==> config.mk <==
export PLATFORM = sky130hd
export DESIGN_NAME = mem_port_arbiter
export DESIGN_NICKNAME = d
export VERILOG_FILES = /design/src/rtl/mem_port_arbiter.sv
export SDC_FILE = /design/constraint.sdc
export NUM_CORES = 1
export LEC_CHECK = 0
export ABC_CLOCK_PERIOD_IN_PS = 2600
export BUFFER_PORTS_ARGS = -buffer_cell sky130_fd_sc_hd__buf_2
export CORE_MARGIN = 5
export CORE_UTILIZATION = 45
export DETAILED_ROUTE_END_ITERATION = 10
export HOLD_SLACK_MARGIN = 0.02
export MAX_ROUTING_LAYER = met4
export PLACE_DENSITY = 0.81
export SETUP_SLACK_MARGIN = 0.02
export SLEW_MARGIN = 20
export SYNTH_ARGS = -nofsm -noshare
export SYNTH_HDL_FRONTEND = slang
export SYNTH_SLANG_ARGS = --single-unit
==> constraint.sdc <==
create_clock -name clk -period 2.6 [get_ports clk]
set_clock_uncertainty 0.2 [all_clocks]
set_input_delay 0.13 -clock clk [delete_from_list [all_inputs] [get_ports clk]]
set_output_delay 0.13 -clock clk [all_outputs]
set_load 0.05 [all_outputs]
==> src/rtl/mem_port_arbiter.sv <==
// Shares one single-ported memory between IF fetches and MEM loads/stores.
// MEM wins by default, IF is forced through after STARVE_LIMIT lost rounds, WAIT is bounded.
module mem_port_arbiter #(
    parameter int unsigned WORD_LEN     = 32,
    parameter int unsigned TIMEOUT      = 15,
    parameter int unsigned STARVE_LIMIT = 4
) (
    input  logic                clk,
    input  logic                rst,
    input  logic                if_req,
    input  logic [WORD_LEN-1:0] if_addr,
    input  logic                mem_r_en,
    input  logic                mem_w_en,
    input  logic [WORD_LEN-1:0] mem_addr,
    input  logic [WORD_LEN-1:0] mem_wdata,
    output logic                ram_req,
    output logic                ram_we,
    output logic [WORD_LEN-1:0] ram_addr,
    output logic [WORD_LEN-1:0] ram_wdata,
    input  logic [WORD_LEN-1:0] ram_rdata,
    input  logic                ram_ready,
    output logic [WORD_LEN-1:0] if_rdata,
    output logic                if_valid,
    output logic [WORD_LEN-1:0] mem_rdata,
    output logic                mem_valid,
    output logic                err,
    output logic                stall_if,
    output logic                stall_mem
);

    localparam logic [7:0] TmoLast   = 8'(TIMEOUT - 1);
    localparam logic [3:0] StarveMax = 4'(STARVE_LIMIT);

    typedef enum logic [1:0] {StIdle, StWait, StResp} state_e;

    state_e              state_q, state_d;
    logic                ram_req_q, ram_req_d;
    logic                ram_we_q, ram_we_d;
    logic [WORD_LEN-1:0] ram_addr_q, ram_addr_d;
    logic [WORD_LEN-1:0] ram_wdata_q, ram_wdata_d;
    logic [WORD_LEN-1:0] if_rdata_q, if_rdata_d;
    logic [WORD_LEN-1:0] mem_rdata_q, mem_rdata_d;
    logic                if_valid_q, if_valid_d;
    logic                mem_valid_q, mem_valid_d;
    logic                err_q, err_d;
    logic                gnt_mem_q, gnt_mem_d;
    logic [3:0]          starve_cnt_q, starve_cnt_d;
    logic [7:0]          tmo_cnt_q, tmo_cnt_d;
    logic                mem_pend;
    logic [WORD_LEN-1:0] rdata_sel;

    assign mem_pend = mem_r_en | mem_w_en;

    always_ff @(posedge clk) begin
        if (rst) begin
            state_q      <= StIdle;
            ram_req_q    <= 1'b0;
            ram_we_q     <= 1'b0;
            ram_addr_q   <= '0;
            ram_wdata_q  <= '0;
            if_rdata_q   <= '0;
            mem_rdata_q  <= '0;
            if_valid_q   <= 1'b0;
            mem_valid_q  <= 1'b0;
            err_q        <= 1'b0;
            gnt_mem_q    <= 1'b0;
            starve_cnt_q <= '0;
            tmo_cnt_q    <= '0;
        end else begin
            state_q      <= state_d;
            ram_req_q    <= ram_req_d;
            ram_we_q     <= ram_we_d;
            ram_addr_q   <= ram_addr_d;
            ram_wdata_q  <= ram_wdata_d;
            if_rdata_q   <= if_rdata_d;
            mem_rdata_q  <= mem_rdata_d;
            if_valid_q   <= if_valid_d;
            mem_valid_q  <= mem_valid_d;
            err_q        <= err_d;
            gnt_mem_q    <= gnt_mem_d;
            starve_cnt_q <= starve_cnt_d;
            tmo_cnt_q    <= tmo_cnt_d;
        end
    end

    always_comb begin
        state_d      = state_q;
        ram_req_d    = ram_req_q;
        ram_we_d     = ram_we_q;
        ram_addr_d   = ram_addr_q;
        ram_wdata_d  = ram_wdata_q;
        if_rdata_d   = if_rdata_q;
        mem_rdata_d  = mem_rdata_q;
        if_valid_d   = 1'b0;
        mem_valid_d  = 1'b0;
        err_d        = 1'b0;
        gnt_mem_d    = gnt_mem_q;
        starve_cnt_d = starve_cnt_q;
        tmo_cnt_d    = tmo_cnt_q;
        rdata_sel    = '0;
        case (state_q)
            StIdle: begin
                if (mem_pend && (!if_req || starve_cnt_q < StarveMax)) begin
                    gnt_mem_d    = 1'b1;
                    ram_addr_d   = mem_addr;
                    ram_we_d     = mem_w_en;
                    ram_wdata_d  = mem_wdata;
                    starve_cnt_d = if_req ? starve_cnt_q + 4'd1 : 4'd0;
                    ram_req_d    = 1'b1;
                    tmo_cnt_d    = '0;
                    state_d      = StWait;
                end else if (if_req) begin
                    gnt_mem_d    = 1'b0;
                    ram_addr_d   = if_addr;
                    ram_we_d     = 1'b0;
                    starve_cnt_d = '0;
                    ram_req_d    = 1'b1;
                    tmo_cnt_d    = '0;
                    state_d      = StWait;
                end
            end
            StWait: begin
                if (ram_ready || tmo_cnt_q == TmoLast) begin
                    // An aborted read returns zero instead of whatever sits on the bus.
                    rdata_sel = ram_ready ? ram_rdata : '0;
                    if (gnt_mem_q) begin
                        if (!ram_we_q) mem_rdata_d = rdata_sel;
                        mem_valid_d = 1'b1;
                    end else begin
                        if_rdata_d = rdata_sel;
                        if_valid_d = 1'b1;
                    end
                    err_d     = !ram_ready;
                    ram_req_d = 1'b0;
                    state_d   = StResp;
                end else begin
                    tmo_cnt_d = tmo_cnt_q + 8'd1;
                end
            end
            StResp:  state_d = StIdle;
            default: state_d = StIdle;
        endcase
    end

    always_comb begin
        ram_req   = ram_req_q;
        ram_we    = ram_we_q;
        ram_addr  = ram_addr_q;
        ram_wdata = ram_wdata_q;
        if_rdata  = if_rdata_q;
        mem_rdata = mem_rdata_q;
        if_valid  = if_valid_q;
        mem_valid = mem_valid_q;
        err       = err_q;
        stall_if  = !rst && if_req && !if_valid_q;
        stall_mem = !rst && mem_pend && !mem_valid_q;
    end

endmodule

==> results of run 1 <==
[layout make-up]
cell class                 count  area (µm²)  area share [%]
sequential                   148        2960            33.2
inverter                       3        11.3           0.126
antenna                        1        2.50          0.0281
clock buffer                  20         457            5.12
multi-input combinational    342        2370            26.6
clock inverter                12         155            1.74
tap                          168         210            2.36
timing repair buffer         411        2750            30.8
[cell usage after synthesis, types with 3 or more instances]
cell type	instances
nand2_1	68
ha_1	3
mux2i_1	32
a32o_1	64
clkbuf_1	23
dfxtp_1	148
a211oi_1	32
buf_4	6
or4_1	3
o211ai_1	3
nor3_1	4
nor3b_4	3
buf_6	6
a21oi_1	38
inv_1	3
nor2_1	42
nand3_1	13
buf_2	7
[per-layer routing]
| layer | wire length [µm] | track usage, % |
|---|---|---|
| met5 | 0 | - |
| met4 | 938 | 13.5 |
| met3 | 1020 | 6.15 |
| met2 | 10700 | 49.1 |
| met1 | 6970 | 27.0 |
[cell families (layout without fill, tap and decap cells)]
group	Yosys count	count (layout)
buf+inv	48	446
flops	148	148
mux	32	32
fa+ha+maj	3	3
compound gates	154	154
simple gates	153	153
other cells	0	1
[sequential cells by signal, indices dropped and copies added (netlist names)]
register / count
ram_wdata: 32
if_valid: 1
ram_addr: 32
mem_rdata: 32
state_q: 2
if_rdata: 32
ram_we: 1
starve_cnt_q: 4
gnt_mem_q: 1
tmo_cnt_q: 8
ram_req: 1
err: 1
mem_valid: 1
[per-stage QoR]
stage                     hold WS, ns  cells  util, %  power [mW]
after floorplan                0.0660    538        -        3.42
after global placement          0.171    940     57.8        3.73
after detailed placement        0.176    940     57.8        3.74
after CTS                      0.0612   1104     73.9        6.40
after global routing            0.103   1105     73.9        6.65
final                          0.0751   1105     73.9        6.42
[where the power goes]
part	leakage, nW	switching, mW	internal [mW]
combinational	2.56	0.944	0.473
clock	0.284	0.944	1.56
sequential	1.21	0.0825	2.41
total	4.06	1.97	4.45
[final timing paths]
path | start | endpoint | slack, ns
worst max register to register | starve_cnt_q[3] | ram_addr[13] | 0.19
worst min-delay path | mem_r_en | tmo_cnt_q[0] | 0.08
worst min register to register | ram_wdata[1] | ram_wdata[1] | 0.25
worst max-delay path | if_req | ram_addr[13] | 0.09
[layout by cell type, fill, tap and decap left out, drive strengths merged, types with 3 or more instances in the layout]
cell type      n
a211oi        32
a21oi         40
a32o          64
buf          279
bufinv         3
clkbuf        20
clkinv         4
clkinvlp       5
dfxtp        148
dlygate4sd3  132
ha             3
inv            3
mux2i         32
nand2         68
nand2b         3
nand3         13
nor2          42
nor3           4
nor3b          5
o211ai         3
o21ai          5
or3            3
or4            3
[repair_timing]
action | CTS | global route
endpoints found under the hold margin | 137 | 0
hold buffers | 132 | 0
setup endpoints to repair | 0 | 0
[worst reg2reg max path, cell delays in order (launching register included)]
cell and delay, ns:
dfxtp_1 0.31, o21ai_1 0.29, o21ai_4 0.08, buf_4 0.30
mux2i_1 0.20, dlygate4sd3_1 0.59, a211oi_1 0.33
==> flow_metrics.py, run 1 <==
metrics = {
    "clocking": {
        "path_clk_slew_ns": 0.06,
        "clock-root-buffer": "clkbuf_16",
        "cts_setup_buffers": 0,
        "clkLatencyLatePin_ns": 0.41,
        "clock_sinks": 148,
        "cts_buffers": 17,
        "cts_tree": "built",
        "clock_path_buffers": 2,
        "htree_levels": 4,
        "cts_resized": 0,
    },
    "sta": {
        "setup_violations": 0,
        "finalSetupTns_ns": 0,
        "worstMarginPinSlew_ns": 0.653,
        "fin_crit_ns": 2.51,
        "drv_slew": 0,
        "max_slew_margin_pct": 56.5,
        "rsz0062_at_grt": "false",
        "hold_viol": 0,
        "max_freq_mhz": 399,
        "finalWorstSetupSlack_ns": 0.0909,
        "finalCritPeriodShare_pct": 96.5,
    },
    "cells_and_area": {
        "stdcell_area_mm2": 0.00891,
        "syn_to_final_growth_pct": 60.1,
        "finalNetCount": 1060,
        "fillers": 788,
        "post_route_cells_drive_above_1_share_pct": 35.0,
    },
    "global_routing": {
        "grt.overflow.total": 0,
        "grt_pass1_vias": 6133,
        "grt_max_degree": 65,
        "antenna_found_initial": 1,
        "grt_pass1_wl_um": 30700,
        "grt_usage_pct": 27.0,
    },
    "yosys": {
        "synthesis.nets": 675,
        "ys_types": 48,
        "synth-async-reset-ratio_pct": 0,
        "yosysSeqAreaShare_pct": 53.2,
        "synth_area_leaders": "dfxtp_1 53%, a32o_1 12%, mux2i_1 5.8%",
        "synth_edf_count": 0,
        "ys.flop_type": "dfxtp_1",
        "synth_compound_area_share_pct": 22.2,
        "ys_seq_elements": 148,
        "synth_top_cell_by_area": "dfxtp_1",
        "postSynthCellCount": 538,
        "synth_area_mm2": 0.00557,
        "synthAdderAreaFrac_pct": 0.674,
        "muxShareOfSynthArea_pct": 5.76,
        "synth_xor_area_share_pct": 0,
        "synth.avg_cell_area_um2": 10.3,
        "synth_top_area_share_pct": 53.2,
        "yosys.area_share.simple_pct": 13.4,
        "yosys_warnings": 0,
        "synth_top_family_by_area": "compound AO/OA/AOI/OAI gates",
    },
    "pwr": {
        "p_per_area_mw_per_mm2": 720,
        "p_leak_nw": 4.06,
        "ir_worst_vdd_mv": 0.349,
    },
    "setup_path": {
        "cp-end-kind": "flip-flop",
        "crit_top_cell": "dlygate4sd3_1",
        "critPathMaxStageDelay_ns": 0.59,
        "critical_path_class": "input pin to flip-flop",
        "slowest_stage": "dlygate4sd3_1",
        "startpoint_type": "input pin",
        "cp_top_family": "buffers and inverters",
        "worstPathMaxFanout": 32,
        "worstPathRequired_ns": 2.70,
        "reg2reg_depth": 6,
        "critPathBufInv": 4,
        "cp_num_cells": 8,
        "path_cells": "dlygate4sd3_1 -> buf_2 -> o21ai_1 -> o21ai_4 -> buf_4 -> mux2i_1 -> dlygate4sd3_1 -> a211oi_1",
        "arrival_ns": 2.61,
    },
    "die": {
        "coreArea_mm2": 0.0121,
        "die_w_um": 121,
        "die-area_mm2": 0.0147,
        "io_pins": 269,
        "dieHeight_um": 121,
        "fp-row-count": 40,
        "start_util_pct": 46.1,
    },
    "route": {
        "wl_per_cell_um": 17.8,
        "wirelength_um": 19600,
        "route.vias.total": 5999,
        "drtPass1Iterations": 5,
        "viasPerCell": 5.43,
        "drtIter0Drc": 459,
        "route.detailed.drc": 0,
        "antenna_left": 0,
    },
    "place": {
        "dp_slack_ns": 0.697,
        "dpl-instance-area_mm2": 0.00698,
        "port-buffer-count": 268,
        "gp_congestion": 0.774,
        "place_hpwl_um": 10900,
    },
    "min_path": {
        "hp-class": "input pin to flip-flop",
        "holdPathStages": 5,
    },
    "run_status": {
        "status": "complete, no violations",
    },
    "flow_run": {
        "cap_violations": 0,
    },
}
No activity file was read; power rests on OpenSTA's default activity.
==> inputs of run 2 (changes only) <==
CELL_PAD_IN_SITES_DETAIL_PLACEMENT = 0   (was not set)
CELL_PAD_IN_SITES_GLOBAL_PLACEMENT = 2   (was not set)
CORE_UTILIZATION = 28   (was 45)
HOLD_SLACK_MARGIN = not set   (was 0.02)
PLACE_DENSITY = 0.86   (was 0.81)
==> run 2 against run 1 <==
  * Flip-flop and latch count unchanged
  * Final cell count increased by 8.8%
  * Largest cell class unchanged
  * Clock power decreased by 4%
  * Register-to-register slack improved by 0.03 ns
  * Wire length decreased by 5.4%
==> flow_metrics.py, run 2 (synthesized netlist as in run 1, its figures left out) <==
metrics = {
    "run_status": {
        "status": "complete, no violations",
    },
    "global_routing": {
        "grt_pass1_wl_um": 28200,
        "grt_usage_pct": 16.0,
        "grt.overflow.total": 0,
        "grt_max_degree": 65,
        "antenna_found_initial": 1,
        "grt_pass1_vias": 5512,
    },
    "cells_and_area": {
        "final_cell_mix": "268 x buf_2, 148 x dfxtp_1, 131 x dlygate4sd3_1",
        "stdcell_area_mm2": 0.00903,
        "syn_to_final_growth_pct": 62.3,
        "fillers": 1884,
        "final_common_cell": "buf_2",
        "layoutNonFillerInstCount": 1202,
        "post_route_cells_drive_above_1_share_pct": 34.9,
        "final_core_util_pct": 46.2,
        "finalNetCount": 1061,
    },
    "sta": {
        "setup_violations": 0,
        "timing.hold.ws_ns": 0.0242,
        "worstMarginPinSlew_ns": 0.874,
        "drv_slew": 0,
        "finalSetupTns_ns": 0,
        "rsz0062_at_grt": "false",
        "finalWorstSetupSlack_ns": 0.222,
        "max_slew_margin_pct": 41.7,
        "max_freq_mhz": 420,
        "hold_viol": 0,
        "finalCritPeriodShare_pct": 91.5,
        "fin_crit_ns": 2.38,
    },
    "place": {
        "port-buffer-count": 268,
        "gp_congestion": 0.743,
        "dp_slack_ns": 0.499,
        "dp.cells": 1038,
        "dpl-instance-area_mm2": 0.00713,
        "place_hpwl_um": 12300,
    },
    "setup_path": {
        "critical_path_class": "flip-flop to flip-flop",
        "worstPathMaxFanout": 13,
        "startpoint_type": "flip-flop",
        "reg2reg_depth": 6,
        "slowest_stage": "dlygate4sd3_1",
        "worstPathRequired_ns": 2.72,
        "r2r-end": "ram_addr[31]",
        "cp-end-kind": "flip-flop",
        "critPathMaxStageDelay_ns": 0.56,
        "r2r-start": "starve_cnt_q[3]",
        "arrival_ns": 2.49,
        "rrSetupSlack_ns": 0.22,
        "path_cells": "o21ai_2 -> o21ai_4 -> buf_4 -> mux2i_1 -> dlygate4sd3_1 -> a211oi_1",
    },
    "clocking": {
        "cts_buffers": 17,
        "cts_setup_buffers": 0,
        "cts_tree": "built",
        "clock-root-buffer": "clkbuf_16",
        "htree_levels": 4,
        "path_clk_slew_ns": 0.06,
        "clock_path_buffers": 2,
        "clkLatencyLatePin_ns": 0.41,
        "clock_sinks": 148,
    },
    "route": {
        "drtPass1Iterations": 5,
        "route.detailed.drc": 0,
        "wirelength_um": 18600,
        "wl_per_cell_um": 15.5,
        "drtIter0Drc": 209,
        "antenna_left": 0,
        "route.vias.total": 5651,
        "viasPerCell": 4.70,
    },
    "min_path": {
        "hold-path-endpoint": "gnt_mem_q",
        "worstHoldStart": "rst",
        "hp-class": "input pin to flip-flop",
        "holdPathStages": 2,
    },
    "die": {
        "io_pins": 269,
        "die-area_mm2": 0.0228,
        "die_w_um": 151,
        "coreArea_mm2": 0.0195,
        "start_util_pct": 28.5,
        "dieHeight_um": 151,
        "fp-row-count": 51,
    },
    "pwr": {
        "p_leak_nw": 4.06,
        "ir_worst_vdd_mv": 0.418,
        "p_total_mw": 6.32,
        "p_per_area_mw_per_mm2": 700,
    },
    "flow_run": {
        "cap_violations": 0,
    },
}
run 2: area by class of cell:
type                       count  area (µm²)  area share (%)
multi-input combinational    343        2380            26.4
sequential                   148        2960            32.8
inverter                       3        11.3           0.125
antenna                        1        2.50          0.0277
tap                          265         332            3.67
timing repair buffer         411        2770            30.6
clock inverter                10         134            1.48
clock buffer                  21         440            4.88
run 2: routing by layer:
layer	track usage, %	part of all wire, %
met1	18.3	41
met3	3.47	5.5
met4	5.71	2.7
met2	27.6	51
met5	-	0
run 2: worst max-delay path by stage:
stage                         start            to  slack (ns)
global placement           mem_w_en  ram_addr[10]        0.55
floorplan                  if_valid      stall_if        0.59
global route        starve_cnt_q[3]   ram_addr[5]        0.06
finish              starve_cnt_q[3]  ram_addr[31]        0.22
CTS                          if_req   ram_addr[5]        0.10
detailed placement         mem_w_en   ram_addr[5]        0.50
run 2: power breakdown:
part	internal, mW	switching, mW	total, mW
Sequential	2.41	0.0726	2.49
Clock	1.50	0.914	2.41
Combinational	0.485	0.933	1.42
run 2: worst max-delay path, delay by kind of cell (launching register included):
kind / cells / cell delay, ns
flops: 1 / 0.32
mux: 1 / 0.12
compound gates: 3 / 0.83
buf+inv: 2 / 0.82
run 2: timing repair:
action                                 CTS  global route
setup endpoints to repair                0             8
resized for setup                        0             1
endpoints found under the hold margin  133             0
hold buffers                           131             0
==> inputs of run 3 (changes only) <==
==> constraint.sdc (replaced) <==
create_clock -name clk -period 2.6 [get_ports clk]
set_clock_uncertainty 0.2 [all_clocks]
set_input_delay 0.78 -clock clk [delete_from_list [all_inputs] [get_ports clk]]
set_output_delay 0.78 -clock clk [all_outputs]
set_load 0.05 [all_outputs]
==> run 3 against run 2 <==
  * Final area fell by 14%
  * Core utilization fell by 6.4 points
  * Maximum frequency fell by 4.2%
  * Setup slack got worse by 0.11 ns
  * Via count fell by 9.8%
  * Worst hold slack improved by 0.23 ns
  * Die area did not move
  * Sequential share of layout area rose by 5.2 points
  * First-iteration DRC count rose by 23%
  * Power fell by 2.9%
  * Critical path type is now input pin to output pin
  * Critical endpoint is now stall_mem
  * Largest power group unchanged
==> flow_metrics.py, run 3 (synthesized netlist as in run 1, its figures left out) <==
metrics = {
    "clocking": {
        "htree_levels": 4,
        "path_clk_slew_ns": 0.06,
        "cts_hold_buf": 0,
        "clkLatencyLatePin_ns": 0.41,
        "cts_tree": "built",
        "cts_buffers": 17,
        "clock-root-buffer": "clkbuf_16",
        "clock_path_buffers": 2,
        "cts_resized": 0,
        "clock_sinks": 148,
        "cts_setup_buffers": 0,
    },
    "sta": {
        "fin_crit_ns": 2.48,
        "finalSetupTns_ns": 0,
        "worstMarginPinSlew_ns": 0.574,
        "hold_viol": 0,
        "rsz0062_at_grt": "false",
        "max_slew_margin_pct": 61.7,
        "drv_slew": 0,
        "finalWorstSetupSlack_ns": 0.116,
        "finalCritPeriodShare_pct": 95.5,
        "max_freq_mhz": 403,
        "setup_violations": 0,
    },
    "pwr": {
        "p_sw_mw": 1.94,
        "internal-power_mw": 4.20,
        "power_frac_seq_pct": 40.5,
        "power_switching_share_pct": 31.6,
        "clkPwrFrac_pct": 39.2,
        "p_leak_nw": 3.53,
        "ir_worst_vdd_mv": 0.438,
        "combPwrFrac_pct": 20.3,
        "p_per_area_mw_per_mm2": 788,
    },
    "flow_run": {
        "cap_violations": 0,
    },
    "global_routing": {
        "grt_max_degree": 65,
        "grt.overflow.total": 0,
        "grt_pass1_vias": 4878,
        "grt_pass1_wl_um": 26000,
        "antenna_found_initial": 0,
        "grt_usage_pct": 14.8,
    },
    "route": {
        "viasPerCell": 4.75,
        "drtPass1Iterations": 5,
        "drtIter0Drc": 257,
        "wirelength_um": 17000,
        "route.detailed.drc": 0,
        "route.vias.total": 5096,
        "antenna_left": 0,
        "wl_per_cell_um": 15.9,
    },
    "setup_path": {
        "worstPathRequired_ns": 1.62,
        "rrSetupSlack_ns": 0.68,
        "startpoint_type": "input pin",
        "critical_path_class": "input pin to output pin",
        "cp-end-kind": "output pin",
        "worstPathMaxFanout": 3,
        "r2r-start": "tmo_cnt_q[1]",
        "arrival_ns": 1.50,
        "worstSetupStartpoint": "mem_r_en",
    },
    "cells_and_area": {
        "fillers": 2024,
        "syn_to_final_growth_pct": 39.9,
        "finalNetCount": 933,
        "final_cell_mix": "267 x buf_2, 148 x dfxtp_1, 68 x nand2_1",
        "diodes": 0,
        "post_route_cells_drive_above_1_share_pct": 41.2,
        "final_common_cell": "buf_2",
    },
    "die": {
        "start_util_pct": 28.5,
        "fp-row-count": 51,
        "die-area_mm2": 0.0228,
        "dieHeight_um": 151,
        "io_pins": 269,
        "coreArea_mm2": 0.0195,
        "die_w_um": 151,
    },
    "place": {
        "port-buffer-count": 268,
        "place_hpwl_um": 12100,
        "gp_congestion": 0.763,
        "dp_slack_ns": 0.0990,
    },
    "min_path": {
        "worstHoldStart": "ram_wdata[17]",
        "hp-class": "flip-flop to flip-flop",
    },
    "run_status": {
        "status": "complete, no violations",
    },
}
==> run 3: stage by stage <==
stage	cells	instance area [µm²]	utilization [%]	total power [mW]	hold WS, ns
4_1_cts	1073	7780	39.9	6.22	0.252
3_5_place_dp	1042	7210	36.9	3.79	0.244
2_1_floorplan	538	5600	-	3.42	0.230
6_report	1073	7780	39.9	6.14	0.250
5_1_grt	1073	7780	39.9	6.41	0.267
3_3_place_gp	1042	7210	36.9	3.79	0.240
==> run 3: critical path, cell delays in order <==
cell	delay, ns
buf_2	0.13
nor2_1	0.06
buf_4	0.15
nor3_4	0.09
buf_2	0.29
==> run 3: layout make-up <==
class | instances | area, µm² | area share, %
timing repair buffer | 284 | 1510 | 19.4
clock inverter | 11 | 129 | 1.66
clock buffer | 20 | 447 | 5.74
multi-input combinational | 342 | 2390 | 30.7
sequential | 148 | 2960 | 38.1
inverter | 3 | 11.3 | 0.145
tap | 265 | 332 | 4.26
==> run 3: path summary, 6_finish.rpt <==
| kind | end | cells after the start |
|---|---|---|
| min reg2reg | ram_wdata[17] | 2 |
| max | stall_mem | 5 |
| min | ram_wdata[17] | 2 |
| max reg2reg | mem_rdata[5] | 6 |
==> run 3: power groups by stage <==
stage	clock network (mW)	logic (mW)	registers, mW
global route	2.58	1.33	2.50
floorplan	0	0.410	3.01
CTS	2.47	1.26	2.49
global placement	0	1.26	2.53
detailed placement	0	1.26	2.54
finish	2.41	1.24	2.49
==> run 3: metal layers <==
layer	global-route usage (%)	wire length [µm]	up-vias
met5	-	0	-
met4	5.49	308	0
met3	3.26	1000	22
met1	18.0	7100	2409
met2	24.1	8610	150
li1	-	-	2515
